### config.mk
export PLATFORM = sky130hd
export DESIGN_NAME = alu_muldiv_seq_flat
export DESIGN_NICKNAME = d
export VERILOG_FILES = /design/src/rtl/alu_muldiv_seq_pkg.sv /design/src/rtl/alu_muldiv_seq_if.sv /design/src/rtl/alu_muldiv_seq_step.sv /design/src/rtl/alu_muldiv_seq.sv /design/src/flat_wrapper.sv
export SDC_FILE = /design/constraint.sdc
export NUM_CORES = 1
export LEC_CHECK = 0
export BUFFER_PORTS_ARGS = -buffer_cell sky130_fd_sc_hd__buf_2
export CORE_UTILIZATION = 54
export DETAILED_ROUTE_END_ITERATION = 12
export PLACE_DENSITY = 0.76
export RECOVER_POWER = 100
export SLEW_MARGIN = 20
export SYNTH_ARGS = -nofsm -noshare
export SYNTH_HDL_FRONTEND = slang
export SYNTH_SLANG_ARGS = --single-unit
### constraint.sdc
create_clock -name clk -period 2.05 [get_ports clk]
set_input_delay 0.205 -clock clk [delete_from_list [all_inputs] [get_ports clk]]
set_output_delay 0.205 -clock clk [all_outputs]
set_load 0.02 [all_outputs]
### src/rtl/alu_muldiv_seq_pkg.sv
// Shared definitions for the iterative MUL/DIV sequencer: register size,
// FSM state encodings and the fixed latency the hazard unit relies on.
package alu_muldiv_seq_pkg;

  localparam int REG_SIZE       = 8;
  localparam int MULDIV_LATENCY = REG_SIZE + 1;

  typedef enum logic [1:0] {
    IDLE = 2'd0,
    RUN  = 2'd1,
    DONE = 2'd2
  } muldiv_state_e;

endpackage

### src/rtl/alu_muldiv_seq_if.sv
// Issue/result bundle between the execute stage (master) and the
// multi-cycle MUL/DIV sequencer (slave).
interface alu_muldiv_seq_if #(
  parameter int WIDTH = 8
);
  logic             start;
  logic             op_div;
  logic [WIDTH-1:0] src_0;
  logic [WIDTH-1:0] src_1;
  logic             flush;
  logic             busy;
  logic             stall_req;
  logic             done;
  logic [WIDTH-1:0] result;
  logic             div_by_zero;

  modport master (
    output start, op_div, src_0, src_1, flush,
    input  busy, stall_req, done, result, div_by_zero
  );

  modport slave (
    input  start, op_div, src_0, src_1, flush,
    output busy, stall_req, done, result, div_by_zero
  );
endinterface

### src/rtl/alu_muldiv_seq_step.sv
// One iteration of the sequencer datapath: a shift-add multiply step or a
// restoring divide step. Registers not used by the selected op pass through.
module muldiv_step #(
  parameter int WIDTH = 8
) (
  input  logic               op_div,
  input  logic [2*WIDTH-1:0] acc,
  input  logic [2*WIDTH-1:0] mcand,
  input  logic [WIDTH-1:0]   mplier,
  input  logic [WIDTH:0]     rem,
  input  logic [WIDTH-1:0]   quo,
  input  logic [WIDTH-1:0]   divisor,
  output logic [2*WIDTH-1:0] acc_nxt,
  output logic [2*WIDTH-1:0] mcand_nxt,
  output logic [WIDTH-1:0]   mplier_nxt,
  output logic [WIDTH:0]     rem_nxt,
  output logic [WIDTH-1:0]   quo_nxt
);

  logic [WIDTH+1:0] rem_sh;
  logic [WIDTH+1:0] diff;
  logic             fits;

  // Trial subtraction on the shifted remainder; no borrow means divisor fits.
  always_comb begin
    rem_sh = {rem, quo[WIDTH-1]};
    diff   = rem_sh - {2'b00, divisor};
    fits   = ~diff[WIDTH+1];
  end

  // Select the multiply or divide update, holding the unused registers.
  always_comb begin
    acc_nxt    = acc;
    mcand_nxt  = mcand;
    mplier_nxt = mplier;
    rem_nxt    = rem;
    quo_nxt    = quo;
    if (op_div) begin
      quo_nxt = {quo[WIDTH-2:0], fits};
      rem_nxt = fits ? diff[WIDTH:0] : rem_sh[WIDTH:0];
    end else begin
      acc_nxt    = mplier[0] ? (acc + mcand) : acc;
      mcand_nxt  = mcand << 1;
      mplier_nxt = mplier >> 1;
    end
  end

endmodule

### src/rtl/alu_muldiv_seq.sv
// Iterative unsigned MUL/DIV sequencer beside the execute-stage ALU.
// Produces one result bit per cycle, stalls the pipeline front while
// iterating and pulses done for one cycle with a registered result.
module alu_muldiv_seq
  import alu_muldiv_seq_pkg::*;
#(
  parameter  int WIDTH = REG_SIZE,
  localparam int CNT_W = $clog2(WIDTH + 1)
) (
  input logic             clk,
  input logic             rst_n,
  alu_muldiv_seq_if.slave bus
);

  muldiv_state_e state, state_nxt;

  logic [CNT_W-1:0]   cnt;
  logic               op_r;
  logic [2*WIDTH-1:0] acc, mcand, acc_nxt, mcand_nxt;
  logic [WIDTH-1:0]   mplier, mplier_nxt;
  logic [WIDTH:0]     rem, rem_nxt;
  logic [WIDTH-1:0]   quo, quo_nxt, divisor;
  logic [WIDTH-1:0]   result_r;
  logic               dbz_r;
  logic               accept, div_zero, last_iter;

  assign accept    = (state == IDLE) && bus.start && !bus.flush;
  assign div_zero  = bus.op_div && (bus.src_1 == '0);
  assign last_iter = (cnt == CNT_W'(WIDTH - 1));

  muldiv_step #(.WIDTH(WIDTH)) u_step (
    .op_div     (op_r),
    .acc        (acc),
    .mcand      (mcand),
    .mplier     (mplier),
    .rem        (rem),
    .quo        (quo),
    .divisor    (divisor),
    .acc_nxt    (acc_nxt),
    .mcand_nxt  (mcand_nxt),
    .mplier_nxt (mplier_nxt),
    .rem_nxt    (rem_nxt),
    .quo_nxt    (quo_nxt)
  );

  // State register.
  always_ff @(posedge clk or negedge rst_n) begin
    if (!rst_n) state <= IDLE;
    else        state <= state_nxt;
  end

  // Next-state logic; flush always wins and a zero divisor skips RUN.
  always_comb begin
    state_nxt = state;
    unique case (state)
      IDLE: if (accept) state_nxt = div_zero ? DONE : RUN;
      RUN: begin
        if (bus.flush)      state_nxt = IDLE;
        else if (last_iter) state_nxt = DONE;
      end
      DONE:    state_nxt = IDLE;
      default: state_nxt = IDLE;
    endcase
  end

  // Operand capture, per-cycle iteration and result/flag registers.
  always_ff @(posedge clk or negedge rst_n) begin
    if (!rst_n) begin
      cnt      <= '0;
      op_r     <= 1'b0;
      acc      <= '0;
      mcand    <= '0;
      mplier   <= '0;
      rem      <= '0;
      quo      <= '0;
      divisor  <= '0;
      result_r <= '0;
      dbz_r    <= 1'b0;
    end else if (accept) begin
      cnt     <= '0;
      op_r    <= bus.op_div;
      acc     <= '0;
      mcand   <= {{WIDTH{1'b0}}, bus.src_0};
      mplier  <= bus.src_1;
      rem     <= '0;
      quo     <= bus.src_0;
      divisor <= bus.src_1;
      dbz_r   <= div_zero;
      if (div_zero) result_r <= '1;
    end else if ((state == RUN) && !bus.flush) begin
      cnt    <= cnt + CNT_W'(1);
      acc    <= acc_nxt;
      mcand  <= mcand_nxt;
      mplier <= mplier_nxt;
      rem    <= rem_nxt;
      quo    <= quo_nxt;
      if (last_iter) result_r <= op_r ? quo_nxt : acc_nxt[WIDTH-1:0];
    end
  end

  assign bus.busy        = (state == RUN) || (state == DONE);
  assign bus.done        = (state == DONE);
  assign bus.stall_req   = rst_n && (accept || (state == RUN));
  assign bus.result      = result_r;
  assign bus.div_by_zero = dbz_r;

endmodule
### src/flat_wrapper.sv
// flat-port wrapper written by rule: the top's interface ports become plain ports
module alu_muldiv_seq_flat import alu_muldiv_seq_pkg::*;
#(
  parameter  int WIDTH = REG_SIZE,
  localparam int CNT_W = $clog2(WIDTH + 1)
)
  (clk, rst_n, bus_start, bus_op_div, bus_src_0, bus_src_1, bus_flush, bus_busy, bus_stall_req, bus_done, bus_result, bus_div_by_zero);
  alu_muldiv_seq_if #(.WIDTH(WIDTH)) bus_i ();
  input logic clk;
  input logic rst_n;
  input wire logic [$bits(bus_i.start)-1:0] bus_start;
  input wire logic [$bits(bus_i.op_div)-1:0] bus_op_div;
  input wire logic [$bits(bus_i.src_0)-1:0] bus_src_0;
  input wire logic [$bits(bus_i.src_1)-1:0] bus_src_1;
  input wire logic [$bits(bus_i.flush)-1:0] bus_flush;
  output wire logic [$bits(bus_i.busy)-1:0] bus_busy;
  output wire logic [$bits(bus_i.stall_req)-1:0] bus_stall_req;
  output wire logic [$bits(bus_i.done)-1:0] bus_done;
  output wire logic [$bits(bus_i.result)-1:0] bus_result;
  output wire logic [$bits(bus_i.div_by_zero)-1:0] bus_div_by_zero;
  assign bus_i.start = bus_start;
  assign bus_i.op_div = bus_op_div;
  assign bus_i.src_0 = bus_src_0;
  assign bus_i.src_1 = bus_src_1;
  assign bus_i.flush = bus_flush;
  assign bus_busy = bus_i.busy;
  assign bus_stall_req = bus_i.stall_req;
  assign bus_done = bus_i.done;
  assign bus_result = bus_i.result;
  assign bus_div_by_zero = bus_i.div_by_zero;
  alu_muldiv_seq #(.WIDTH(WIDTH)) u_core (.clk(clk), .rst_n(rst_n), .bus(bus_i));
endmodule
==> results of run 1 <==
-- power by group --
part / internal, mW / leakage [nW] / switching (mW) / total (mW)
sequential: 1.66 / 0.855 / 0.372 / 2.03
clock: 0.807 / 0.115 / 0.552 / 1.36
combinational: 1.39 / 1.26 / 1.51 / 2.90
total: 3.86 / 2.23 / 2.44 / 6.30
-- worst max-delay path, cell delays in order, from the launching register on --
cell and delay (ns):
dfrtp_1 0.43, ha_1 0.42, o2111ai_2 0.16, nor2b_4 0.17, o311a_4 0.33, buf_6 0.14, mux2i_1 0.21, o21ai_1 0.11
-- cells by family (layout without fill, tap and decap cells) --
logic type	after synthesis	in the layout	synth area share
AND/OR/NAND/NOR	132	132	0.164
AO/OA/AOI/OAI	119	119	0.203
flip-flops	65	65	0.433
buffers and inverters	34	115	0.0393
multiplexers	23	23	0.0616
adder cells (fa/ha/maj)	21	21	0.0739
XOR/XNOR	11	11	0.0256
-- layout make-up --
cell class | count | area [µm²]
clock inverters | 7 | 119
flip-flops and latches | 65 | 1630
multi-input cells | 306 | 2220
well taps | 80 | 100
fillers | 494 | 1960
repair buffers | 82 | 539
inverters | 17 | 63.8
clock buffers | 9 | 124
-- timing repair --
action | CTS | global route
cloned | 0 | 0
pin swaps | 2 | 17
endpoints found under the setup margin | 16 | 16
gates resized for setup | 17 | 32
buffers inserted | 0 | 10
-- how the worst min path moves through the flow --
stage / startpoint / slack (ns) / end / cells past startpoint
finish: bus_src_1[7] / 0.07 / u_core.mplier[7] / 3
global route: bus_op_div / 0.08 / u_core.op_r / 3
CTS: bus_op_div / 0.06 / u_core.op_r / 3
detailed placement: bus_op_div / 0.44 / u_core.op_r / 3
global placement: bus_op_div / 0.42 / u_core.op_r / 3
floorplan: rst_n / -0.09 / u_core.acc[0] / 0
-- synthesized netlist by cell type (4+ instances only) --
master	number	area (µm²)
nor2_1	25	93.8
nand3_1	8	40.0
buf_2	4	20.0
nor3b_1	4	30.0
clkbuf_1	8	30.0
inv_1	17	63.8
a22o_1	8	70.1
a21o_1	12	90.1
o21ai_1	10	50.1
mux2i_1	22	220
ha_1	19	238
o21ai_0	31	155
nor2b_1	5	31.3
o21a_1	4	30.0
nand2_1	70	263
a21oi_1	27	135
dfrtp_1	65	1630
o22ai_1	5	31.3
xnor2_1	9	78.8
-- state kept, by name (all words and copies together) (netlist names) --
name / cells
u_core.bus.div_by_zero: 1
u_core.acc: 8
u_core.divisor: 8
u_core.quo: 8
u_core.state: 2
u_core.op_r: 1
u_core.cnt: 4
u_core.bus.result: 8
u_core.rem: 9
u_core.mcand: 8
u_core.mplier: 8
-- per-layer routing --
layer	vias to the layer above	wire [µm]	share of wire	global-route usage
met5	-	0	0	0
met4	0	275	0.028	0.136
met3	27	483	0.049	0.0516
met2	92	4670	0.47	0.416
met1	1613	4530	0.45	0.391
li1	1588	-	-	-
==> flow_summary.ini, run 1 <==
[sta]
setup_violations = 1
maxSlewHeadroom = -0.0820
finalHoldViolCount = 0
worstMarginPinSlew_ns = 1.62
fin_setup_tns_ns = -0.0516
slew_viol_final = 66
holdWs_ns = 0.0740
period_minus_slack_ns = 2.10
fin_ws_ns = -0.0516
max_freq_mhz = 476
skew_ns = 0.0116
fin_crit_sh = 1.03

[critical_path]
critPathKind = flip-flop to flip-flop
cp-start-kind = flip-flop
required_ns = 2.28
cp_max_fo = 5
crit_path_start = u_core.rem[2]
r2r-end = u_core.rem[3]
endpoint_kind = flip-flop
reg2reg_slack_ns = -0.05
crit_arrival_ns = 2.33
critPathCapture = u_core.rem[3]
r2r_cells = 7
timing.rr.start = u_core.rem[2]

[synthesis]
synth_area_um2 = 3760
ys_types = 57
syn_nets = 447
async_flop_share = 1.00
ys_ff_latch = 65
syn_area_per_cell_um2 = 9.28
yosysWarnings = 0
synth-edff-count = 0
synthFlopType = dfrtp_1
ys_seq_area_frac = 0.433
synth_cells = 405

[floorplanning]
die_y_um = 85.4
num_rows = 30
fp.dieArea_um2 = 7300
dieWidth_um = 85.4
start_util = 0.556
core-area_um2 = 6760
io_pins = 33

[place]
gp_congestion = 0.912
dpl_cell_area_um2 = 4260
placedCellCount = 541
numPortBuffers = 32
dp_hpwl_mm = 6.74
place_worst_setup_slack_ns = -0.0908

[global_routing]
grt_max_degree = 66
grtUsageTotal = 0.278
grt_overflow_total = 0
grt_pass1_wl_mm = 15.5
grt_pass1_vias = 3170
antenna_found_initial = 0

[cts]
ctsHoldBuffers = 0
cts_max_level = 3
cts_tree = done
clk_latency_ns = 0.36
clkSinkCount = 65
clockBufferDepth = 2
numCtsBuffers = 9
cts_root_buf = clkbuf_8
clkTransAtPathRegs_ns = 0.08

[finish]
postLayoutCoreUtil = 0.710
layout_common_cells = nand2_1, dfrtp_1, buf_4, o21ai_0, nor2_1
nets = 523
final_cells = 566
num_antenna_cells = 0
design_area_um2 = 4800
final_common_cell = nand2_1
area_growth_pct = 27.6
final_layout_size_suffix_gt1_frac = 0.280

[routing]
firstDrtPassIters = 4
drt_iter0_markers = 249
vias_per_cell = 5.87
vias = 3320
ant_nets = 0
wirelength_mm = 9.95
wire_per_inst_um = 17.6
drc_errors = 0

[status]
outcome = complete, but fails checks
violations = max-capacitance violations, max-slew violations, negative setup slack

[min_path]
hold_class = primary input to flip-flop

[power_and_ir_drop]
p_leak_nw = 2.23
design_power_total_mw = 6.30
powerDensity_nw_per_um2 = 1310
ir_worst_vdd_v = 0.000714

[run]
max-cap-violations = 1
(Power assumes the default switching activity.)
==> inputs of run 2 (changes only) <==
--- a/config.mk
+++ b/config.mk
@@ -8,7 +8,7 @@
 export BUFFER_PORTS_ARGS = -buffer_cell sky130_fd_sc_hd__buf_2
 export CORE_UTILIZATION = 54
 export DETAILED_ROUTE_END_ITERATION = 12
-export PLACE_DENSITY = 0.76
+export PLACE_DENSITY = 0.86
 export RECOVER_POWER = 100
 export SLEW_MARGIN = 20
 export SYNTH_ARGS = -nofsm -noshare
==> run 2 against run 1 <==
Effect of this change:
- the run still ends with max-capacitance violations, max-slew violations, negative setup slack left
- critical endpoint is now u_core.rem[0]
- largest power group unchanged
- power barely moved
- fmax fell by 0.91%
- clock-buffer cell count rose by 3
- sequential share of layout area rose by 0.43 points
- register-to-register slack got worse by 0.02 ns
==> flow_summary.ini, run 2 (synthesized netlist as in run 1, its figures left out) <==
[routing]
vias = 3647
drt_iter0_markers = 465
vias_per_cell = 6.50
wire_per_inst_um = 20.8
wirelength_mm = 11.6
drc_errors = 0
ant_nets = 0
firstDrtPassIters = 6

[critical_path]
critPathKind = flip-flop to flip-flop
required_ns = 2.29
critPathBufInv = 2
cp-start-kind = flip-flop
endpoint_kind = flip-flop
slowest_delay_ns = 0.41
crit_arrival_ns = 2.36
cp_top_family = compound AO/OA/AOI/OAI gates
cp_max_fo = 5
crit_chain = ha_4 -> o21a_1 -> o21ai_1 -> buf_4 -> o311a_4 -> buf_12 -> mux2i_2 -> a22o_1
slowest_stage = dfrtp_1

[run]
max-cap-violations = 1

[sta]
skew_ns = 0.00872
rsz0062_at_grt = yes
fin_crit_sh = 1.03
fin_ws_ns = -0.0708
max_freq_mhz = 472
maxSlewHeadroom = -0.0843
holdWs_ns = 0.0768
period_minus_slack_ns = 2.12
slew_viol_final = 66
setup_violations = 10
fin_setup_tns_ns = -0.358
finalHoldViolCount = 0
worstMarginPinSlew_ns = 1.63

[cts]
ctsHoldBuffers = 0
clockBufferDepth = 2
numCtsBuffers = 9
cts_root_buf = clkbuf_8
cts_tree = done
clkTransAtPathRegs_ns = 0.08
cts_max_level = 3
clk_latency_ns = 0.35
clkSinkCount = 65

[status]
violations = max-capacitance violations, max-slew violations, negative setup slack
outcome = complete, but fails checks

[finish]
final_common_cell = nand2_1
design_area_um2 = 4740
num_antenna_cells = 0
final_layout_size_suffix_gt1_frac = 0.258
largest_register = u_core.rem
area_growth_pct = 26.1
layout_common_cells = nand2_1, dfrtp_1, buf_4, o21ai_0, nor2_1
final_cells = 561
nets = 519
largest_reg_flops = 9
postLayoutCoreUtil = 0.702

[floorplanning]
core-area_um2 = 6760
dieWidth_um = 85.4
die_y_um = 85.4
fp.dieArea_um2 = 7300
num_rows = 30
start_util = 0.556
io_pins = 33

[power_and_ir_drop]
p_sw_frac = 0.403
clock_power_share = 0.194
power.share.sequential = 0.329
intPower_mw = 3.76
power_frac_comb = 0.477
power.switching_mw = 2.54
ir_worst_vdd_v = 0.000728
p_leak_nw = 2.20
powerDensity_nw_per_um2 = 1330
design_power_total_mw = 6.30

[global_routing]
grtUsageTotal = 0.303
grt_pass1_wl_mm = 16.9
grt_max_degree = 66
grt_overflow_total = 0
antenna_found_initial = 0
grt_pass1_vias = 3466

[min_path]
hold_class = primary input to flip-flop

[place]
gp_congestion = 0.975
placedCellCount = 534
dp_hpwl_mm = 6.86
numPortBuffers = 32
dpl_cell_area_um2 = 4200
place_worst_setup_slack_ns = -0.107
run 2: final timing paths:
path / slack, ns / cells past startpoint / start / endpoint
min: 0.08 / 3 / bus_src_0[3] / u_core.quo[3]
min in group asynchronous: 0.35 / 2 / rst_n / u_core.cnt[0]
min reg2reg: 0.49 / 2 / u_core.mplier[1] / u_core.mplier[1]
max in group asynchronous: 0.60 / 2 / rst_n / u_core.mcand[4]
max reg2reg: -0.07 / 8 / u_core.rem[5] / u_core.rem[0]
max: -0.07 / 8 / u_core.rem[5] / u_core.rem[0]
run 2: power by group through the flow:
stage,registers [mW],clock network (mW),logic (mW)
after floorplan,1.90,0,1.68
after global placement,1.99,0,2.30
after detailed placement,2.01,0,2.42
after CTS,2.00,1.21,2.56
after global routing,2.10,1.26,3.23
final,2.07,1.22,3.01
run 2: worst min-delay path, delay by kind of cell:
kind	cells	cell delay [ns]
and+or+nand+nor	1	0.05
AOI/OAI and AO/OA	1	0.06
buffers and inverters	1	0.07
run 2: cell type report:
| class | count | area, µm² |
|---|---|---|
| well taps | 80 | 100 |
| flip-flops and latches | 65 | 1630 |
| fillers | 453 | 2020 |
| inverters | 17 | 63.8 |
| multi-input cells | 306 | 2230 |
| clock inverters | 3 | 65.1 |
| clock buffers | 12 | 145 |
| repair buffers | 78 | 503 |
run 2: what timing repair did:
item	4_1_cts	5_1_grt
pin swaps	1	18
endpoints found under the setup margin	14	21
gates cloned	0	1
buffers inserted	0	11
gates resized for setup	14	35
run 2: routing by layer:
layer	GRT usage	wire length (µm)	up-vias
met2	0.477	5460	254
met1	0.384	4600	1768
met4	0.176	513	0
met3	0.0700	1070	55
li1	-	-	1570
met5	0	0	-
